===== config.mk =====
export PLATFORM = sky130hd
export DESIGN_NAME = u_mem_arb_flat
export DESIGN_NICKNAME = d
export VERILOG_FILES = /design/src/rtl/u_mem_arb_pkg.sv /design/src/rtl/u_mem_arb_if.sv /design/src/rtl/u_mem_arb.sv /design/src/flat_wrapper.sv
export SDC_FILE = /design/constraint.sdc
export NUM_CORES = 1
export LEC_CHECK = 0
export CORE_ASPECT_RATIO = 1.4
export CORE_MARGIN = 4
export CORE_UTILIZATION = 35
export DETAILED_ROUTE_END_ITERATION = 16
export PLACE_DENSITY = 0.79
export SLEW_MARGIN = 20
export SYNTH_ARGS = -nofsm -noshare
export SYNTH_HDL_FRONTEND = slang
export SYNTH_SLANG_ARGS = --single-unit

===== constraint.sdc =====
create_clock -name clk -period 1.8 [get_ports clk]
set_input_delay 0.36 -clock clk [delete_from_list [all_inputs] [get_ports clk]]
set_output_delay 0.36 -clock clk [all_outputs]
set_load 0.05 [all_outputs]

===== src/rtl/u_mem_arb_pkg.sv =====
// u_mem_arb_pkg: shared state/owner encodings and constants for the memory arbiter.
package u_mem_arb_pkg;
   typedef enum logic [1:0] {IDLE, ISSUE, WAIT} state_e;
   typedef enum logic {OWN_IF, OWN_LS} owner_e;
   localparam logic [3:0] IF_RE = 4'b1111;
endpackage


===== src/rtl/u_mem_arb_if.sv =====
// u_mem_arb_if: IF, LS and memory buses of the arbiter; slave is the arbiter's view.
interface u_mem_arb_if;
   logic        if_req, if_flush, if_gnt, if_vld;
   logic [31:0] if_adr, if_rd;
   logic        ls_req, ls_gnt, ls_vld;
   logic [31:0] ls_adr, ls_wd, ls_rd;
   logic [3:0]  ls_we, ls_re;
   logic        mem_req, mem_rdy, mem_vld;
   logic [31:0] mem_adr, mem_wd, mem_rd;
   logic [3:0]  mem_we, mem_re;
   modport slave (
      input  if_req, if_adr, if_flush, ls_req, ls_adr, ls_we, ls_wd, ls_re, mem_rdy, mem_vld, mem_rd,
      output if_gnt, if_vld, if_rd, ls_gnt, ls_vld, ls_rd, mem_req, mem_adr, mem_we, mem_wd, mem_re
   );
   modport master (
      output if_req, if_adr, if_flush, ls_req, ls_adr, ls_we, ls_wd, ls_re, mem_rdy, mem_vld, mem_rd,
      input  if_gnt, if_vld, if_rd, ls_gnt, ls_vld, ls_rd, mem_req, mem_adr, mem_we, mem_wd, mem_re
   );
endinterface


===== src/rtl/u_mem_arb.sv =====
// u_mem_arb: LS-priority single-port memory arbiter with an IF starvation guard.
// Optional U_MEM_ARB_TIMEOUT_EN aborts a transaction after TIMEOUT_CYC cycles in ISSUE/WAIT.
module u_mem_arb
   import u_mem_arb_pkg::*;
#(
   parameter int STARVE_MAX  = 4,
   parameter int TIMEOUT_CYC = 64
) (
   input  logic       clk,
   input  logic       rstn,
   u_mem_arb_if.slave bus,
   output logic       busy,
   output logic       err
);
   state_e      state_q;
   owner_e      owner_q;
   logic [3:0]  starve_q, we_q, re_q;
   logic        drop_q;
   logic [31:0] adr_q, wd_q;
   logic        idle, ls_win, if_win, gnt, resp, tmo, tmo_hit, done, kill;
`ifdef U_MEM_ARB_TIMEOUT_EN
   logic [15:0] tmo_q;
   assign tmo = state_q != IDLE && tmo_q == 16'(TIMEOUT_CYC - 1);
`else
   logic unused_tmo;
   assign tmo = 1'b0;
   assign unused_tmo = ^32'(TIMEOUT_CYC);
`endif
   // grants are gated by rstn so every output is 0 while reset is held
   always_comb begin
      idle    = state_q == IDLE;
      ls_win  = rstn && idle && bus.ls_req && !(bus.if_req && starve_q == 4'(STARVE_MAX));
      if_win  = rstn && idle && !ls_win && bus.if_req && !bus.if_flush;
      gnt     = ls_win || if_win;
      resp    = state_q == WAIT && bus.mem_vld;
      tmo_hit = tmo && !resp;
      done    = resp || tmo_hit;
      kill    = owner_q == OWN_IF && (drop_q || bus.if_flush);
      bus.if_gnt  = if_win;
      bus.ls_gnt  = ls_win;
      bus.if_vld  = done && owner_q == OWN_IF && !kill;
      bus.ls_vld  = done && owner_q == OWN_LS;
      bus.if_rd   = bus.if_vld && resp ? bus.mem_rd : 32'h0;
      bus.ls_rd   = bus.ls_vld && resp ? bus.mem_rd : 32'h0;
      bus.mem_req = state_q == ISSUE && !tmo_hit;
      bus.mem_adr = bus.mem_req ? adr_q : 32'h0;
      bus.mem_wd  = bus.mem_req ? wd_q : 32'h0;
      bus.mem_we  = bus.mem_req ? we_q : 4'h0;
      bus.mem_re  = bus.mem_req ? re_q : 4'h0;
      busy = !idle;
      err  = tmo_hit;
   end
   always_ff @(posedge clk or negedge rstn)
      if (!rstn) begin
         state_q  <= IDLE;
         owner_q  <= OWN_IF;
         starve_q <= '0;
         drop_q   <= 1'b0;
         adr_q    <= '0;
         we_q     <= '0;
         wd_q     <= '0;
         re_q     <= '0;
`ifdef U_MEM_ARB_TIMEOUT_EN
         tmo_q    <= '0;
`endif
      end else if (gnt) begin
         state_q  <= ISSUE;
         owner_q  <= ls_win ? OWN_LS : OWN_IF;
         adr_q    <= ls_win ? bus.ls_adr : bus.if_adr;
         we_q     <= ls_win ? bus.ls_we : 4'h0;
         wd_q     <= ls_win ? bus.ls_wd : 32'h0;
         re_q     <= ls_win ? bus.ls_re : IF_RE;
         starve_q <= if_win ? 4'd0 : (bus.if_req && starve_q != 4'(STARVE_MAX)) ? starve_q + 4'd1 : starve_q;
         drop_q   <= 1'b0;
`ifdef U_MEM_ARB_TIMEOUT_EN
         tmo_q    <= '0;
`endif
      end else if (done) begin
         state_q <= IDLE;
         drop_q  <= 1'b0;
      end else begin
         if (state_q == ISSUE && bus.mem_rdy) state_q <= WAIT;
         drop_q <= drop_q || (!idle && owner_q == OWN_IF && bus.if_flush);
`ifdef U_MEM_ARB_TIMEOUT_EN
         tmo_q  <= idle ? tmo_q : tmo_q + 16'd1;
`endif
      end
endmodule


===== src/flat_wrapper.sv =====
// flat-port wrapper written by rule: the top's interface ports become plain ports
module u_mem_arb_flat import u_mem_arb_pkg::*;
#(
   parameter int STARVE_MAX  = 4,
   parameter int TIMEOUT_CYC = 64
)
  (clk, rstn, busy, err, bus_if_req, bus_if_adr, bus_if_flush, bus_ls_req, bus_ls_adr, bus_ls_we, bus_ls_wd, bus_ls_re, bus_mem_rdy, bus_mem_vld, bus_mem_rd, bus_if_gnt, bus_if_vld, bus_if_rd, bus_ls_gnt, bus_ls_vld, bus_ls_rd, bus_mem_req, bus_mem_adr, bus_mem_we, bus_mem_wd, bus_mem_re);
  u_mem_arb_if bus_i ();
  input  logic clk;
  input  logic rstn;
  output logic busy;
  output logic err;
  input wire logic [$bits(bus_i.if_req)-1:0] bus_if_req;
  input wire logic [$bits(bus_i.if_adr)-1:0] bus_if_adr;
  input wire logic [$bits(bus_i.if_flush)-1:0] bus_if_flush;
  input wire logic [$bits(bus_i.ls_req)-1:0] bus_ls_req;
  input wire logic [$bits(bus_i.ls_adr)-1:0] bus_ls_adr;
  input wire logic [$bits(bus_i.ls_we)-1:0] bus_ls_we;
  input wire logic [$bits(bus_i.ls_wd)-1:0] bus_ls_wd;
  input wire logic [$bits(bus_i.ls_re)-1:0] bus_ls_re;
  input wire logic [$bits(bus_i.mem_rdy)-1:0] bus_mem_rdy;
  input wire logic [$bits(bus_i.mem_vld)-1:0] bus_mem_vld;
  input wire logic [$bits(bus_i.mem_rd)-1:0] bus_mem_rd;
  output wire logic [$bits(bus_i.if_gnt)-1:0] bus_if_gnt;
  output wire logic [$bits(bus_i.if_vld)-1:0] bus_if_vld;
  output wire logic [$bits(bus_i.if_rd)-1:0] bus_if_rd;
  output wire logic [$bits(bus_i.ls_gnt)-1:0] bus_ls_gnt;
  output wire logic [$bits(bus_i.ls_vld)-1:0] bus_ls_vld;
  output wire logic [$bits(bus_i.ls_rd)-1:0] bus_ls_rd;
  output wire logic [$bits(bus_i.mem_req)-1:0] bus_mem_req;
  output wire logic [$bits(bus_i.mem_adr)-1:0] bus_mem_adr;
  output wire logic [$bits(bus_i.mem_we)-1:0] bus_mem_we;
  output wire logic [$bits(bus_i.mem_wd)-1:0] bus_mem_wd;
  output wire logic [$bits(bus_i.mem_re)-1:0] bus_mem_re;
  assign bus_i.if_req = bus_if_req;
  assign bus_i.if_adr = bus_if_adr;
  assign bus_i.if_flush = bus_if_flush;
  assign bus_i.ls_req = bus_ls_req;
  assign bus_i.ls_adr = bus_ls_adr;
  assign bus_i.ls_we = bus_ls_we;
  assign bus_i.ls_wd = bus_ls_wd;
  assign bus_i.ls_re = bus_ls_re;
  assign bus_i.mem_rdy = bus_mem_rdy;
  assign bus_i.mem_vld = bus_mem_vld;
  assign bus_i.mem_rd = bus_mem_rd;
  assign bus_if_gnt = bus_i.if_gnt;
  assign bus_if_vld = bus_i.if_vld;
  assign bus_if_rd = bus_i.if_rd;
  assign bus_ls_gnt = bus_i.ls_gnt;
  assign bus_ls_vld = bus_i.ls_vld;
  assign bus_ls_rd = bus_i.ls_rd;
  assign bus_mem_req = bus_i.mem_req;
  assign bus_mem_adr = bus_i.mem_adr;
  assign bus_mem_we = bus_i.mem_we;
  assign bus_mem_wd = bus_i.mem_wd;
  assign bus_mem_re = bus_i.mem_re;
  u_mem_arb #(.STARVE_MAX(STARVE_MAX), .TIMEOUT_CYC(TIMEOUT_CYC)) u_core (.clk(clk), .rstn(rstn), .bus(bus_i), .busy(busy), .err(err));
endmodule

Word-level counts from Yosys, hierarchy flattened
Index checks and enable logic that the tools add are counted.
Cells by class
  add/sub/neg operators: 1
  reduce and logical (&&, ||, !) cells: 30
  bitwise logic cells: 1
  muxes and demuxes: 18
  equality and inequality tests: 4
Operator list (number)
  two-way mux 32 bit: 6
  two-way mux 4 bit: 6
  logical AND 1 bit: 18
  two-way mux 2 bit: 3
  zero test 1 bit: 5
  adder 4 x 1 -> 4 bit (second input constant): 1
  == test 4 x 3 -> 1 bit (second input constant): 1
  != test 4 x 3 -> 1 bit (second input constant): 1
  logical OR 1 bit: 3
  two-way mux 1 bit: 3
  nonzero test 3 bit: 1
  == test 2 x 1 -> 1 bit (second input constant): 1
  == test 2 bit (second input constant): 1
  zero test 2 bit: 1
  AND reduction 2 bit: 1
  nonzero test 2 bit: 1
  inverter 1 bit: 1
Storage, ports and cells
  output and inout bits: 143
  word-level logic and storage cells: 62
  register bits: 80
  input bits: 143

Depth between registers and ports, before layout
Gate-level depths: netlist (run 1).
  depth after elaboration: 10
  depth in mapped cells: 8
  gate-level depth less buffers: 6

Least setup slack after synthesis (run 1)
Ideal clock, no wire load.
  path type: reg-to-output
  start point: register u_core.starve_q[0]
  end point: output port bus_if_gnt
  data required time: 1.440 ns
  slack: -0.804 ns
  stages on the path, launching flop included: 9
  path buffers: 2
  data arrival time: 2.244 ns
  cell sequence: dfrtp_1 -> inv_1 -> ha_1 -> and4b_1 -> buf_2 -> nand2b_1 -> buf_2 -> inv_1 -> nor2_1
On the way
  cells in the longest elaborated chain, start to end: 8
RTL lines
  start: declaration: RTL line u_mem_arb.sv:17  | logic [3:0] starve_q, we_q, re_q;
  start signal: assignment: RTL line u_mem_arb.sv:73  | starve_q <= if_win ? 4'd0 : (bus.if_req && starve_q != 4'(STARVE_MAX)) ? starve_q + 4'd1 : starve_q;
  == test 4 x 3 -> 1 bit: RTL line u_mem_arb.sv:32  | ls_win = rstn && idle && bus.ls_req && !(bus.if_req && starve_q == 4'(STARVE_MAX));
  logical AND 1 bit: RTL line u_mem_arb.sv:32
  zero test 1 bit: RTL line u_mem_arb.sv:32
  logical AND 1 bit: RTL line u_mem_arb.sv:32
  via bus_ls_gnt: RTL line flat_wrapper.sv:27  | output wire logic [$bits(bus_i.ls_gnt)-1:0] bus_ls_gnt;
  zero test 1 bit: RTL line u_mem_arb.sv:33  | if_win = rstn && idle && !ls_win && bus.if_req && !bus.if_flush;
  logical AND 1 bit (3 in series): RTL line u_mem_arb.sv:33
  end: declaration: RTL line flat_wrapper.sv:24  | output wire logic [$bits(bus_i.if_gnt)-1:0] bus_if_gnt;
The timed path passes the listed nets, and every way through them passes these cells.

Worst setup path after layout (run 1)
  start point: register u_core.state_q[0]
  end point: output port bus_if_rd[0]
On the way
  cells in the longest elaborated chain, start to end: 6
RTL lines
  start: declaration: RTL line u_mem_arb.sv:15  | state_e state_q;
  start signal: assignment: RTL line u_mem_arb.sv:55  | state_q <= IDLE;
  start signal: assignment: RTL line u_mem_arb.sv:67  | state_q <= ISSUE;
  start signal: assignment: RTL line u_mem_arb.sv:79  | state_q <= IDLE;
  == test 2 bit *: RTL line u_mem_arb.sv:35  | resp = state_q == WAIT && bus.mem_vld;
  logical AND 1 bit *: RTL line u_mem_arb.sv:35
  logical AND 1 bit (2 in series): RTL line u_mem_arb.sv:41  | bus.if_vld = done && owner_q == OWN_IF && !kill;
  logical AND 1 bit *: RTL line u_mem_arb.sv:43  | bus.if_rd = bus.if_vld && resp ? bus.mem_rd : 32'h0;
  two-way mux 32 bit *: RTL line u_mem_arb.sv:43
  end: declaration: RTL line flat_wrapper.sv:26  | output wire logic [$bits(bus_i.if_rd)-1:0] bus_if_rd;
Every way passes the cells marked *; elsewhere a longest branch is shown, timed or not.

==> flow_results.xml, run 1 <==
<?xml version="1.0" encoding="UTF-8"?>
<metrics>
  <group name="timing">
    <metric name="rsz_0062_raised_after_global_routing" unit="">true</metric>
    <metric name="report.final.setup_viol" unit="">142</metric>
    <metric name="post-route-period-util" unit="">1.17</metric>
    <metric name="timing.final.hold_violations" unit="">0</metric>
    <metric name="slew_violations" unit="">0</metric>
    <metric name="max_clock_freq" unit="GHz">0.476</metric>
    <metric name="timing.setup.tns" unit="ns">-33.23</metric>
    <metric name="final.setup_skew" unit="ns">0.00494</metric>
    <metric name="worst_pin_slew" unit="ns">0.737</metric>
    <metric name="setup_slack" unit="ns">-0.303</metric>
    <metric name="worst_slew_margin_rel" unit="">0.509</metric>
    <metric name="fin_crit" unit="ns">2.10</metric>
  </group>
  <group name="pwr">
    <metric name="total_leakage_power" unit="nW">4.48</metric>
    <metric name="powerDensity" unit="nW/um^2">1430</metric>
    <metric name="worst_ir_drop_on_vdd" unit="uV">1050</metric>
  </group>
  <group name="die">
    <metric name="core" unit="um^2">13400</metric>
    <metric name="initial_standard_cell_utilization_of_the_core" unit="">0.359</metric>
    <metric name="io-pin-count" unit="">286</metric>
    <metric name="fp.dieW" unit="um">107</metric>
    <metric name="num_rows" unit="">50</metric>
    <metric name="chipHeight" unit="um">147</metric>
    <metric name="floorplan.die_area" unit="um^2">15700</metric>
  </group>
  <group name="flow_run">
    <metric name="drv.max_cap_violation_count" unit="">0</metric>
  </group>
  <group name="logic_synthesis">
    <metric name="seq_area_frac_synth" unit="">0.417</metric>
    <metric name="number_of_flip_flops_and_latches_in_the_synthesized_netlist" unit="">80</metric>
    <metric name="synth.net_count" unit="">685</metric>
    <metric name="synth-edff-count" unit="">0</metric>
    <metric name="postSynth.asyncResetShare" unit="">1.00</metric>
    <metric name="syn_inst" unit="">540</metric>
    <metric name="synth_warnings" unit="">0</metric>
    <metric name="yosys.cell_types.count" unit="">38</metric>
    <metric name="synth-main-ff-cell" unit="">sky130_fd_sc_hd__dfrtp_1</metric>
    <metric name="netlist_area" unit="um^2">4800</metric>
    <metric name="synth_area_per_cell" unit="um^2">8.89</metric>
  </group>
  <group name="grt">
    <metric name="grt-ovfl-total" unit="">0</metric>
    <metric name="antenna_found_initial" unit="">1</metric>
    <metric name="global_route.usage.total" unit="">0.281</metric>
    <metric name="via_count_of_the_first_global_routing_pass" unit="">5895</metric>
    <metric name="largest_net_degree_at_the_start_of_global_routing" unit="">56</metric>
    <metric name="first_pass_grt_wire_length" unit="mm">34.6</metric>
  </group>
  <group name="final_layout">
    <metric name="antenna_cells_inserted" unit="">0</metric>
    <metric name="flow.area_growth_from_synthesis" unit="%">128</metric>
    <metric name="count_of_nets_after_finishing" unit="">987</metric>
    <metric name="ratio_of_cells_with_drive_above_1_in_the_final_layout" unit="">0.518</metric>
    <metric name="most_common_cell_after_layout_fill_and_taps_aside" unit="">sky130_fd_sc_hd__buf_12</metric>
    <metric name="final_util" unit="">0.817</metric>
    <metric name="mostFrequentLayoutCells" unit="">160 x sky130_fd_sc_hd__buf_12, 139 x sky130_fd_sc_hd__clkdlybuf4s50_1, 96 x sky130_fd_sc_hd__and2_4, 79 x sky130_fd_sc_hd__dfrtp_1, 40 x sky130_fd_sc_hd__and2_2</metric>
  </group>
  <group name="clock_tree">
    <metric name="clockBufferDepth" unit="">2</metric>
    <metric name="cts_made_buffers" unit="">9</metric>
    <metric name="cts_htree_levels" unit="">3</metric>
    <metric name="clock_sinks" unit="">80</metric>
    <metric name="cts_root_buffer" unit="">sky130_fd_sc_hd__clkbuf_16</metric>
    <metric name="cts_tree" unit="">yes</metric>
    <metric name="worstSkewPairLatency" unit="ns">0.34</metric>
    <metric name="worst_setup_hold_path_clk_slew" unit="ns">0.06</metric>
  </group>
  <group name="setup_path">
    <metric name="cp_num_buf_inv" unit="">2</metric>
    <metric name="worst-endpoint-required" unit="ns">1.44</metric>
    <metric name="reg2reg_from" unit="">u_core.state_q[1]</metric>
    <metric name="cp_slowest_stage_delay" unit="ns">0.38</metric>
    <metric name="critPathLaunch" unit="">u_core.state_q[0]</metric>
    <metric name="critical_path.endpoint_type" unit="">output pin</metric>
    <metric name="critPathSlowestCell" unit="">sky130_fd_sc_hd__dfrtp_1</metric>
    <metric name="crit_path_cell_trace" unit="">nand3b_1 &gt; nor4_4 &gt; buf_12 &gt; and2_2 &gt; buf_12</metric>
    <metric name="critPathMostFrequentCell" unit="">sky130_fd_sc_hd__buf_12</metric>
    <metric name="path_max_fanout" unit="">33</metric>
    <metric name="critPathArrivalTime" unit="ns">1.74</metric>
    <metric name="timing_worst_setup_path_type" unit="">flop to output pin</metric>
    <metric name="worst_setup_path_start_kind" unit="">flop</metric>
    <metric name="critPathTopFamily" unit="">simple AND/OR/NAND/NOR gates</metric>
  </group>
  <group name="drt">
    <metric name="route.antenna.remaining_nets" unit="">0</metric>
    <metric name="detail_route.vias_per_cell" unit="">5.70</metric>
    <metric name="dr.pass1.iters" unit="">5</metric>
    <metric name="routed_wl" unit="mm">23.9</metric>
    <metric name="routed-via-count" unit="">5855</metric>
    <metric name="number_of_design_rule_violations_left_by_the_first_detailed_router_iteration" unit="">308</metric>
    <metric name="detailed_route_drc_error_count" unit="">0</metric>
    <metric name="avg_wl_per_cell" unit="um">23.3</metric>
  </group>
  <group name="placed_design">
    <metric name="detailed_place_hpwl" unit="mm">15.5</metric>
    <metric name="port-buffer-count" unit="">284</metric>
    <metric name="gp_congestion" unit="">0.870</metric>
  </group>
  <group name="min_path">
    <metric name="min_path_type" unit="">primary input to async pin</metric>
  </group>
  <group name="outcome">
    <metric name="failed_checks" unit="">negative setup slack</metric>
    <metric name="status" unit="">complete, but fails checks</metric>
  </group>
</metrics>
## path summary, 6_finish.rpt
kind / endpoint / slack (ns) / cells after the start
max in group asynchronous: u_core.state_q[1] / 1.00 / 3
max: bus_if_rd[0] / -0.30 / 5
min: u_core.adr_q[15] / 0.04 / 2
max reg2reg: u_core.starve_q[2] / -0.02 / 4
min in group clk: u_core.state_q[1] / 0.38 / 2
min reg2reg: u_core.wd_q[10] / 0.51 / 1
## area by class of cell
cell class              count  area [um^2]
repair buffers            353         5260
multi-input cells         386         3110
fillers                   751         2450
flip-flops and latches     80         2000
clock buffers              11          243
well taps                 182          228
inverters                  12         48.8
clock inverters             4         45.0
## kinds of logic after synthesis
group,synth area share
compound gates,0.167
other cells,0.000781
simple gates,0.348
fa+ha+maj,0.00521
buf+inv,0.0623
flops,0.417
## synth_stat cells, drive strengths merged (2+ instances only)
cell type	number	area, um^2
dfrtp	80	2000
nand4	33	206
nand2b	4	25.0
a31o	37	324
nor2	3	13.8
nand3	2	10.0
o21ai	38	190
nor2b	2	12.5
a31oi	36	225
inv	12	45.0
clkbuf	51	191
nand2	2	7.51
buf	11	62.6
nor3b	36	270
a32o	2	20.0
and2	136	851
ha	2	25.0
nor3	38	190
## what timing repair did
item / in CTS / in global routing
resized for setup: 87 / 98
hold endpoints to repair: 5 / 0
setup buffers: 12 / 7
hold buffers: 1 / 0
pin swaps: 63 / 42
cloned: 10 / 10
endpoints found under the setup margin: 148 / 214
## where the power goes
part	leakage, nW	internal (mW)	switching, mW	total (mW)
Sequential	0.972	2.66	0.607	3.27
Combinational	3.36	5.43	5.12	10.5
Clock	0.145	1.10	0.725	1.82
Total	4.48	9.19	6.45	15.6
## stage by stage
| stage | instances | total power [mW] | hold slack [ns] | worst slack [ns] | cell area [um^2] |
|---|---|---|---|---|---|
| after floorplan | 540 | 7.65 | 0.0644 | -0.368 | 5070 |
| after global placement | 980 | 11.6 | 0.303 | -0.342 | 9660 |
| after detailed placement | 980 | 11.8 | 0.301 | -0.362 | 9660 |
| after CTS | 1018 | 15.2 | 0.0365 | -0.309 | 10500 |
| after global routing | 1028 | 16.2 | 0.0576 | -0.395 | 10900 |
| final | 1028 | 15.6 | 0.0423 | -0.303 | 10900 |
## state kept, by name (all words and copies together), names as in the netlist
register and count:
u_core.drop_q 1, u_core.state_q 2, u_core.we_q 4, u_core.adr_q 32
u_core.starve_q 4, u_core.owner_q 1, u_core.wd_q 32, u_core.re_q 4
## metal layers
metal / share of wire / wire length [um] / track usage
met1: 0.35 / 8260 / 0.314
met2: 0.53 / 12800 / 0.515
met3: 0.078 / 1870 / 0.0593
met4: 0.043 / 1020 / 0.106
met5: 0.00033 / 8 / 0
No activity file was read; power rests on OpenSTA's default activity.
==> run 2, diff against run 1 <==
--- a/config.mk
+++ b/config.mk
@@ -9,6 +9,7 @@
 export CORE_MARGIN = 4
 export CORE_UTILIZATION = 35
 export DETAILED_ROUTE_END_ITERATION = 16
+export GPL_ROUTABILITY_DRIVEN = 0
 export PLACE_DENSITY = 0.79
 export SLEW_MARGIN = 20
 export SYNTH_ARGS = -nofsm -noshare
==> run 2 against run 1 <==
- the flow still finishes with violations (negative setup slack)
- via count grew 3.5%
- largest power group unchanged
- hold slack gained 0.12 ns
- clock skew grew 0.0060 ns
- highest routed layer unchanged
- routed wire length grew 6.2%
- sequential cell count is the same
- sequential power grew 2%
- power grew 2.9%
- critical endpoint is now bus_if_rd[31]
- global-route usage grew 0.30 points
- fmax shrank 4.9%
==> flow_results.xml, run 2 (same netlist as run 1, synthesis figures left out) <==
<?xml version="1.0" encoding="UTF-8"?>
<metrics>
  <group name="setup_path">
    <metric name="crit_path_cell_trace" unit="">nand3b_1 &gt; nor4_4 &gt; buf_6 &gt; clkbuf_16 &gt; and2_4 &gt; buf_12</metric>
    <metric name="critPathArrivalTime" unit="ns">1.85</metric>
    <metric name="path_max_fanout" unit="">8</metric>
    <metric name="worst_setup_path_start_kind" unit="">flop</metric>
    <metric name="worst-endpoint-required" unit="ns">1.44</metric>
    <metric name="critical_path.endpoint_type" unit="">output pin</metric>
    <metric name="timing_worst_setup_path_type" unit="">flop to output pin</metric>
    <metric name="critPathSlowestCell" unit="">sky130_fd_sc_hd__dfrtp_1</metric>
    <metric name="regToRegSetupSlack" unit="ns">-0.22</metric>
    <metric name="cp_slowest_stage_delay" unit="ns">0.40</metric>
  </group>
  <group name="grt">
    <metric name="global_route.usage.total" unit="">0.284</metric>
    <metric name="grt-ovfl-total" unit="">0</metric>
    <metric name="met1_usage" unit="">0.308</metric>
    <metric name="grt_use_met2" unit="">0.506</metric>
    <metric name="first_pass_grt_wire_length" unit="mm">34.6</metric>
    <metric name="grtUsageMet3" unit="">0.0513</metric>
    <metric name="global_route.peak_usage_layer" unit="">met2</metric>
    <metric name="antenna_found_initial" unit="">2</metric>
    <metric name="largest_net_degree_at_the_start_of_global_routing" unit="">57</metric>
    <metric name="via_count_of_the_first_global_routing_pass" unit="">6061</metric>
  </group>
  <group name="timing">
    <metric name="max_clock_freq" unit="GHz">0.452</metric>
    <metric name="fin_crit" unit="ns">2.21</metric>
    <metric name="worst_slew_margin_rel" unit="">0.515</metric>
    <metric name="report.final.setup_viol" unit="">176</metric>
    <metric name="setup_slack" unit="ns">-0.410</metric>
    <metric name="rsz_0062_raised_after_global_routing" unit="">true</metric>
    <metric name="final.setup_skew" unit="ns">0.0109</metric>
    <metric name="worst_pin_slew" unit="ns">0.727</metric>
    <metric name="post-route-period-util" unit="">1.23</metric>
    <metric name="timing.final.hold_violations" unit="">0</metric>
    <metric name="slew_violations" unit="">0</metric>
  </group>
  <group name="drt">
    <metric name="route.antenna.remaining_nets" unit="">0</metric>
    <metric name="avg_wl_per_cell" unit="um">24.5</metric>
    <metric name="routed_wl" unit="mm">25.4</metric>
    <metric name="detail_route.vias_per_cell" unit="">5.84</metric>
    <metric name="detailed_route_drc_error_count" unit="">0</metric>
    <metric name="routed-via-count" unit="">6060</metric>
    <metric name="dr.pass1.iters" unit="">5</metric>
    <metric name="number_of_design_rule_violations_left_by_the_first_detailed_router_iteration" unit="">456</metric>
  </group>
  <group name="clock_tree">
    <metric name="cts_tree" unit="">yes</metric>
    <metric name="worst_setup_hold_path_clk_slew" unit="ns">0.06</metric>
    <metric name="cts_made_buffers" unit="">9</metric>
    <metric name="cts_root_buffer" unit="">sky130_fd_sc_hd__clkbuf_16</metric>
    <metric name="clock_sinks" unit="">80</metric>
    <metric name="worstSkewPairLatency" unit="ns">0.34</metric>
    <metric name="clockBufferDepth" unit="">2</metric>
    <metric name="cts_htree_levels" unit="">3</metric>
  </group>
  <group name="die">
    <metric name="fp.dieW" unit="um">107</metric>
    <metric name="floorplan.die_area" unit="um^2">15700</metric>
    <metric name="io-pin-count" unit="">286</metric>
    <metric name="core" unit="um^2">13400</metric>
    <metric name="chipHeight" unit="um">147</metric>
    <metric name="initial_standard_cell_utilization_of_the_core" unit="">0.359</metric>
    <metric name="num_rows" unit="">50</metric>
  </group>
  <group name="flow_run">
    <metric name="drv.max_cap_violation_count" unit="">0</metric>
  </group>
  <group name="placed_design">
    <metric name="port-buffer-count" unit="">284</metric>
    <metric name="detailed_place_hpwl" unit="mm">15.8</metric>
  </group>
  <group name="final_layout">
    <metric name="flow.area_growth_from_synthesis" unit="%">130</metric>
    <metric name="multiInputGateArea" unit="um^2">3090</metric>
    <metric name="top_regs" unit="">u_core.adr_q (32), u_core.wd_q (32)</metric>
    <metric name="mostFrequentLayoutCells" unit="">158 x sky130_fd_sc_hd__buf_12, 139 x sky130_fd_sc_hd__clkdlybuf4s50_1, 117 x sky130_fd_sc_hd__and2_4, 79 x sky130_fd_sc_hd__dfrtp_1, 37 x sky130_fd_sc_hd__nor3_1</metric>
    <metric name="final_util" unit="">0.825</metric>
    <metric name="ratio_of_cells_with_drive_above_1_in_the_final_layout" unit="">0.539</metric>
    <metric name="fillCellCount" unit="">711</metric>
    <metric name="count_of_nets_after_finishing" unit="">995</metric>
    <metric name="area.sequential" unit="um^2">2000</metric>
    <metric name="most_common_cell_after_layout_fill_and_taps_aside" unit="">sky130_fd_sc_hd__buf_12</metric>
  </group>
  <group name="pwr">
    <metric name="total_leakage_power" unit="nW">4.53</metric>
    <metric name="worst_ir_drop_on_vdd" unit="uV">1090</metric>
    <metric name="p_total" unit="mW">16.1</metric>
    <metric name="powerDensity" unit="nW/um^2">1460</metric>
  </group>
  <group name="min_path">
    <metric name="min_path_type" unit="">primary input to async pin</metric>
  </group>
  <group name="outcome">
    <metric name="status" unit="">complete, but fails checks</metric>
    <metric name="failed_checks" unit="">negative setup slack</metric>
  </group>
</metrics>
## run 2: cell types whose count changed in the layout (fill, tap and decap cells not counted), moves of 7 or more
cell                      previous run  this run
sky130_fd_sc_hd__a31o_4             12         0
sky130_fd_sc_hd__and2_2             40        19
sky130_fd_sc_hd__o21ai_2            10        29
sky130_fd_sc_hd__nor3b_1            26        33
sky130_fd_sc_hd__a31o_2             24        36
sky130_fd_sc_hd__and2_4             96       117
sky130_fd_sc_hd__o21ai_1            21         1
## run 2: cell type report
| cell class | count | share of cell area |
|---|---|---|
| repair buffers | 361 | 0.487 |
| well taps | 182 | 0.0206 |
| diodes | 1 | 0.000227 |
| inverters | 12 | 0.00464 |
| clock inverters | 3 | 0.00363 |
| multi-input cells | 386 | 0.279 |
| flip-flops and latches | 80 | 0.181 |
| clock buffers | 13 | 0.0236 |
## run 2: worst paths after layout
check                             startpoint            endpoint  depth (start not counted)
max                        u_core.state_q[0]       bus_if_rd[31]                          6
min                                     rstn     u_core.adr_q[8]                          3
max reg2reg                u_core.state_q[0]  u_core.starve_q[2]                          6
min reg2reg                   u_core.wd_q[6]      u_core.wd_q[6]                          1
max in group asynchronous               rstn   u_core.state_q[1]                          3
min in group clk                 bus_mem_vld   u_core.state_q[1]                          2
## run 2: power by group
group	total, mW	switching (mW)	internal, mW
Clock	1.86	0.717	1.15
Combinational	10.9	5.26	5.63
Sequential	3.34	0.680	2.66
Total	16.1	6.66	9.44
## run 2: worst max-delay path: cells and delay by family, from the launching register on
kind,cells,cell delay (ns)
buf+inv,3,0.47
simple gates,3,0.65
flops,1,0.40
## run 2: timing repair
action,CTS,global route
pin swaps,59,55
buffers inserted,13,14
gates resized for setup,97,118
hold buffers,1,0
endpoints found under the hold margin,4,0
gates cloned,10,9
endpoints found under the setup margin,149,216
## run 2: routing by layer
layer / wire length [um] / part of all wire
met4: 1610 / 0.063
met2: 13600 / 0.53
met5: 7 / 0.00028
met3: 1860 / 0.073
met1: 8370 / 0.33
## run 2: through the flow
step                setup TNS, ns  worst slack (ns)  instances  instance area, um^2  hold slack, ns
floorplan                  -0.378            -0.368        540                 5070          0.0644
finish                     -48.99            -0.410       1038                11000           0.164
global placement           -33.53            -0.334        982                 9680           0.297
detailed placement         -36.80            -0.376        982                 9680           0.297
global route               -54.55            -0.449       1038                11000           0.171
CTS                        -47.03            -0.381       1022                10600           0.149
==> run 3, diff against run 2 <==
--- a/config.mk
+++ b/config.mk
@@ -15,3 +15,4 @@
 export SYNTH_ARGS = -nofsm -noshare
 export SYNTH_HDL_FRONTEND = slang
 export SYNTH_SLANG_ARGS = --single-unit
+export TNS_END_PERCENT = 20
==> run 3 against run 2 <==
- the flow still finishes with violations (negative setup slack)
- sequential power shrank 5%
- fmax grew 0.89%
- clock power shrank 6%
- via count shrank 8.6%
- power shrank 12%
- hold slack lost 0.045 ns
- clock skew shrank 0.00072 ns
- register-to-register slack gained 0.22 ns
- routed wire length shrank 16%
- combinational power shrank 15%
- sequential cell count is the same
- cell count shrank 2.1%
==> flow_results.xml, run 3 (same netlist as run 1, synthesis figures left out) <==
<?xml version="1.0" encoding="UTF-8"?>
<metrics>
  <group name="placed_design">
    <metric name="port-buffer-count" unit="">284</metric>
    <metric name="detailed_place_hpwl" unit="mm">15.4</metric>
    <metric name="pre_cts_ws" unit="ns">-0.386</metric>
  </group>
  <group name="setup_path">
    <metric name="cp_slowest_stage_delay" unit="ns">0.41</metric>
    <metric name="critPathArrivalTime" unit="ns">1.83</metric>
    <metric name="critical_path.endpoint_type" unit="">output pin</metric>
    <metric name="worst-endpoint-required" unit="ns">1.44</metric>
    <metric name="worst_setup_path_start_kind" unit="">flop</metric>
    <metric name="crit_path_cell_trace" unit="">nand3b_1 &gt; nor4_4 &gt; buf_6 &gt; clkbuf_16 &gt; and2_4 &gt; buf_12</metric>
    <metric name="path_max_fanout" unit="">8</metric>
    <metric name="critPathSlowestCell" unit="">sky130_fd_sc_hd__dfrtp_1</metric>
    <metric name="timing_worst_setup_path_type" unit="">flop to output pin</metric>
  </group>
  <group name="final_layout">
    <metric name="fillCellCount" unit="">841</metric>
    <metric name="antenna_cells_inserted" unit="">0</metric>
    <metric name="final_util" unit="">0.764</metric>
    <metric name="most_common_cell_after_layout_fill_and_taps_aside" unit="">sky130_fd_sc_hd__buf_12</metric>
    <metric name="top_regs" unit="">u_core.adr_q (32), u_core.wd_q (32)</metric>
    <metric name="flow.area_growth_from_synthesis" unit="%">113</metric>
    <metric name="count_of_nets_after_finishing" unit="">976</metric>
    <metric name="mostFrequentLayoutCells" unit="">144 x sky130_fd_sc_hd__buf_12, 139 x sky130_fd_sc_hd__clkdlybuf4s50_1, 113 x sky130_fd_sc_hd__and2_4, 79 x sky130_fd_sc_hd__dfrtp_1, 44 x sky130_fd_sc_hd__buf_4</metric>
    <metric name="ratio_of_cells_with_drive_above_1_in_the_final_layout" unit="">0.454</metric>
  </group>
  <group name="timing">
    <metric name="post-route-period-util" unit="">1.22</metric>
    <metric name="max_clock_freq" unit="GHz">0.456</metric>
    <metric name="report.final.setup_viol" unit="">142</metric>
    <metric name="final.hold.worst_slack" unit="ns">0.119</metric>
    <metric name="worst_pin_slew" unit="ns">0.923</metric>
    <metric name="fin_crit" unit="ns">2.19</metric>
    <metric name="slew_violations" unit="">0</metric>
    <metric name="setup_slack" unit="ns">-0.391</metric>
    <metric name="final.setup_skew" unit="ns">0.0102</metric>
    <metric name="rsz_0062_raised_after_global_routing" unit="">true</metric>
    <metric name="timing.final.hold_violations" unit="">0</metric>
    <metric name="worst_slew_margin_rel" unit="">0.385</metric>
  </group>
  <group name="drt">
    <metric name="number_of_design_rule_violations_left_by_the_first_detailed_router_iteration" unit="">345</metric>
    <metric name="avg_wl_per_cell" unit="um">21.0</metric>
    <metric name="routed_wl" unit="mm">21.3</metric>
    <metric name="detailed_route_drc_error_count" unit="">0</metric>
    <metric name="detail_route.vias_per_cell" unit="">5.45</metric>
    <metric name="routed-via-count" unit="">5537</metric>
    <metric name="dr.pass1.iters" unit="">5</metric>
    <metric name="route.antenna.remaining_nets" unit="">0</metric>
  </group>
  <group name="grt">
    <metric name="largest_net_degree_at_the_start_of_global_routing" unit="">71</metric>
    <metric name="first_pass_grt_wire_length" unit="mm">31.6</metric>
    <metric name="global_route.usage.total" unit="">0.253</metric>
    <metric name="via_count_of_the_first_global_routing_pass" unit="">5618</metric>
    <metric name="antenna_found_initial" unit="">0</metric>
    <metric name="grt-ovfl-total" unit="">0</metric>
  </group>
  <group name="die">
    <metric name="io-pin-count" unit="">286</metric>
    <metric name="fp.dieW" unit="um">107</metric>
    <metric name="num_rows" unit="">50</metric>
    <metric name="initial_standard_cell_utilization_of_the_core" unit="">0.359</metric>
    <metric name="core" unit="um^2">13400</metric>
    <metric name="chipHeight" unit="um">147</metric>
    <metric name="floorplan.die_area" unit="um^2">15700</metric>
  </group>
  <group name="pwr">
    <metric name="total_leakage_power" unit="nW">4.19</metric>
    <metric name="worst_ir_drop_on_vdd" unit="uV">751</metric>
    <metric name="powerDensity" unit="nW/um^2">1380</metric>
  </group>
  <group name="outcome">
    <metric name="status" unit="">complete, but fails checks</metric>
    <metric name="failed_checks" unit="">negative setup slack</metric>
  </group>
  <group name="clock_tree">
    <metric name="cts_made_buffers" unit="">9</metric>
    <metric name="clock_sinks" unit="">80</metric>
    <metric name="worst_setup_hold_path_clk_slew" unit="ns">0.06</metric>
    <metric name="clockBufferDepth" unit="">2</metric>
    <metric name="worstSkewPairLatency" unit="ns">0.33</metric>
    <metric name="cts_htree_levels" unit="">3</metric>
    <metric name="cts_tree" unit="">yes</metric>
    <metric name="cts_root_buffer" unit="">sky130_fd_sc_hd__clkbuf_16</metric>
  </group>
  <group name="flow_run">
    <metric name="drv.max_cap_violation_count" unit="">0</metric>
  </group>
  <group name="min_path">
    <metric name="min_path_type" unit="">primary input to async pin</metric>
  </group>
</metrics>
==> run 3: cell count changes in the layout (fill, tap and decap cells not counted), sizes merged <==
cell | previous run | this run
clkinvlp | 1 | 2
clkbuf | 20 | 13
buf | 212 | 197
diode | 1 | 0
==> run 3: worst paths after layout <==
path / start / slack, ns / to / depth (start not counted)
hold reg to reg: u_core.wd_q[25] / 0.50 / u_core.wd_q[25] / 1
max in group asynchronous: rstn / 0.89 / u_core.adr_q[12] / 2
setup / recovery: u_core.state_q[0] / -0.39 / bus_if_rd[21] / 6
min in group clk: bus_mem_vld / 0.44 / u_core.state_q[1] / 2
hold / removal: rstn / 0.12 / u_core.adr_q[9] / 3
setup reg to reg: u_core.state_q[0] / 0 / u_core.adr_q[24] / 5
==> run 3: per-stage QoR <==
| step | setup TNS (ns) | cells | total power, mW | area [um^2] |
|---|---|---|---|---|
| after floorplan | -12.54 | 540 | 7.53 | 4940 |
| after global placement | -33.86 | 984 | 11.4 | 9490 |
| after detailed placement | -37.48 | 984 | 11.7 | 9490 |
| after CTS | -35.29 | 1004 | 13.9 | 9990 |
| after global routing | -48.27 | 1016 | 14.8 | 10200 |
| final | -40.59 | 1016 | 14.1 | 10200 |
==> run 3: worst max-delay path: cells and delay by family (launching register included) <==
kind                   cells  cell delay [ns]
flip-flops                 1             0.41
AND/OR/NAND/NOR            3             0.61
buffers and inverters      3             0.47
==> run 3: cell type report <==
type	instances	area, um^2	area share
tap	182	228	0.0223
inverter	12	48.8	0.00477
clock inverter	4	47.5	0.00465
sequential	80	2000	0.196
timing repair buffer	342	4810	0.470
clock buffer	10	229	0.0224
multi-input combinational	386	2860	0.280
==> run 3: repair_timing <==
action / 4_1_cts / 5_1_grt
hold endpoints to repair: 2 / 0
setup endpoints to repair: 147 / 198
pin swaps: 68 / 24
hold buffers: 1 / 0
gates cloned: 0 / 4
setup buffers: 5 / 8
resized for setup: 72 / 39
==> run 3: where the power goes <==
part           leakage (nW)  switching, mW  internal [mW]
logic                  3.08           4.70           4.53
clock network         0.134          0.688           1.05
registers             0.972          0.516           2.66
==> run 3: per-layer routing <==
layer | routed length, um | global-route usage
met1 | 7820 | 0.299
met2 | 11600 | 0.461
met3 | 1380 | 0.0411
met4 | 477 | 0.0832
met5 | 0 | 0
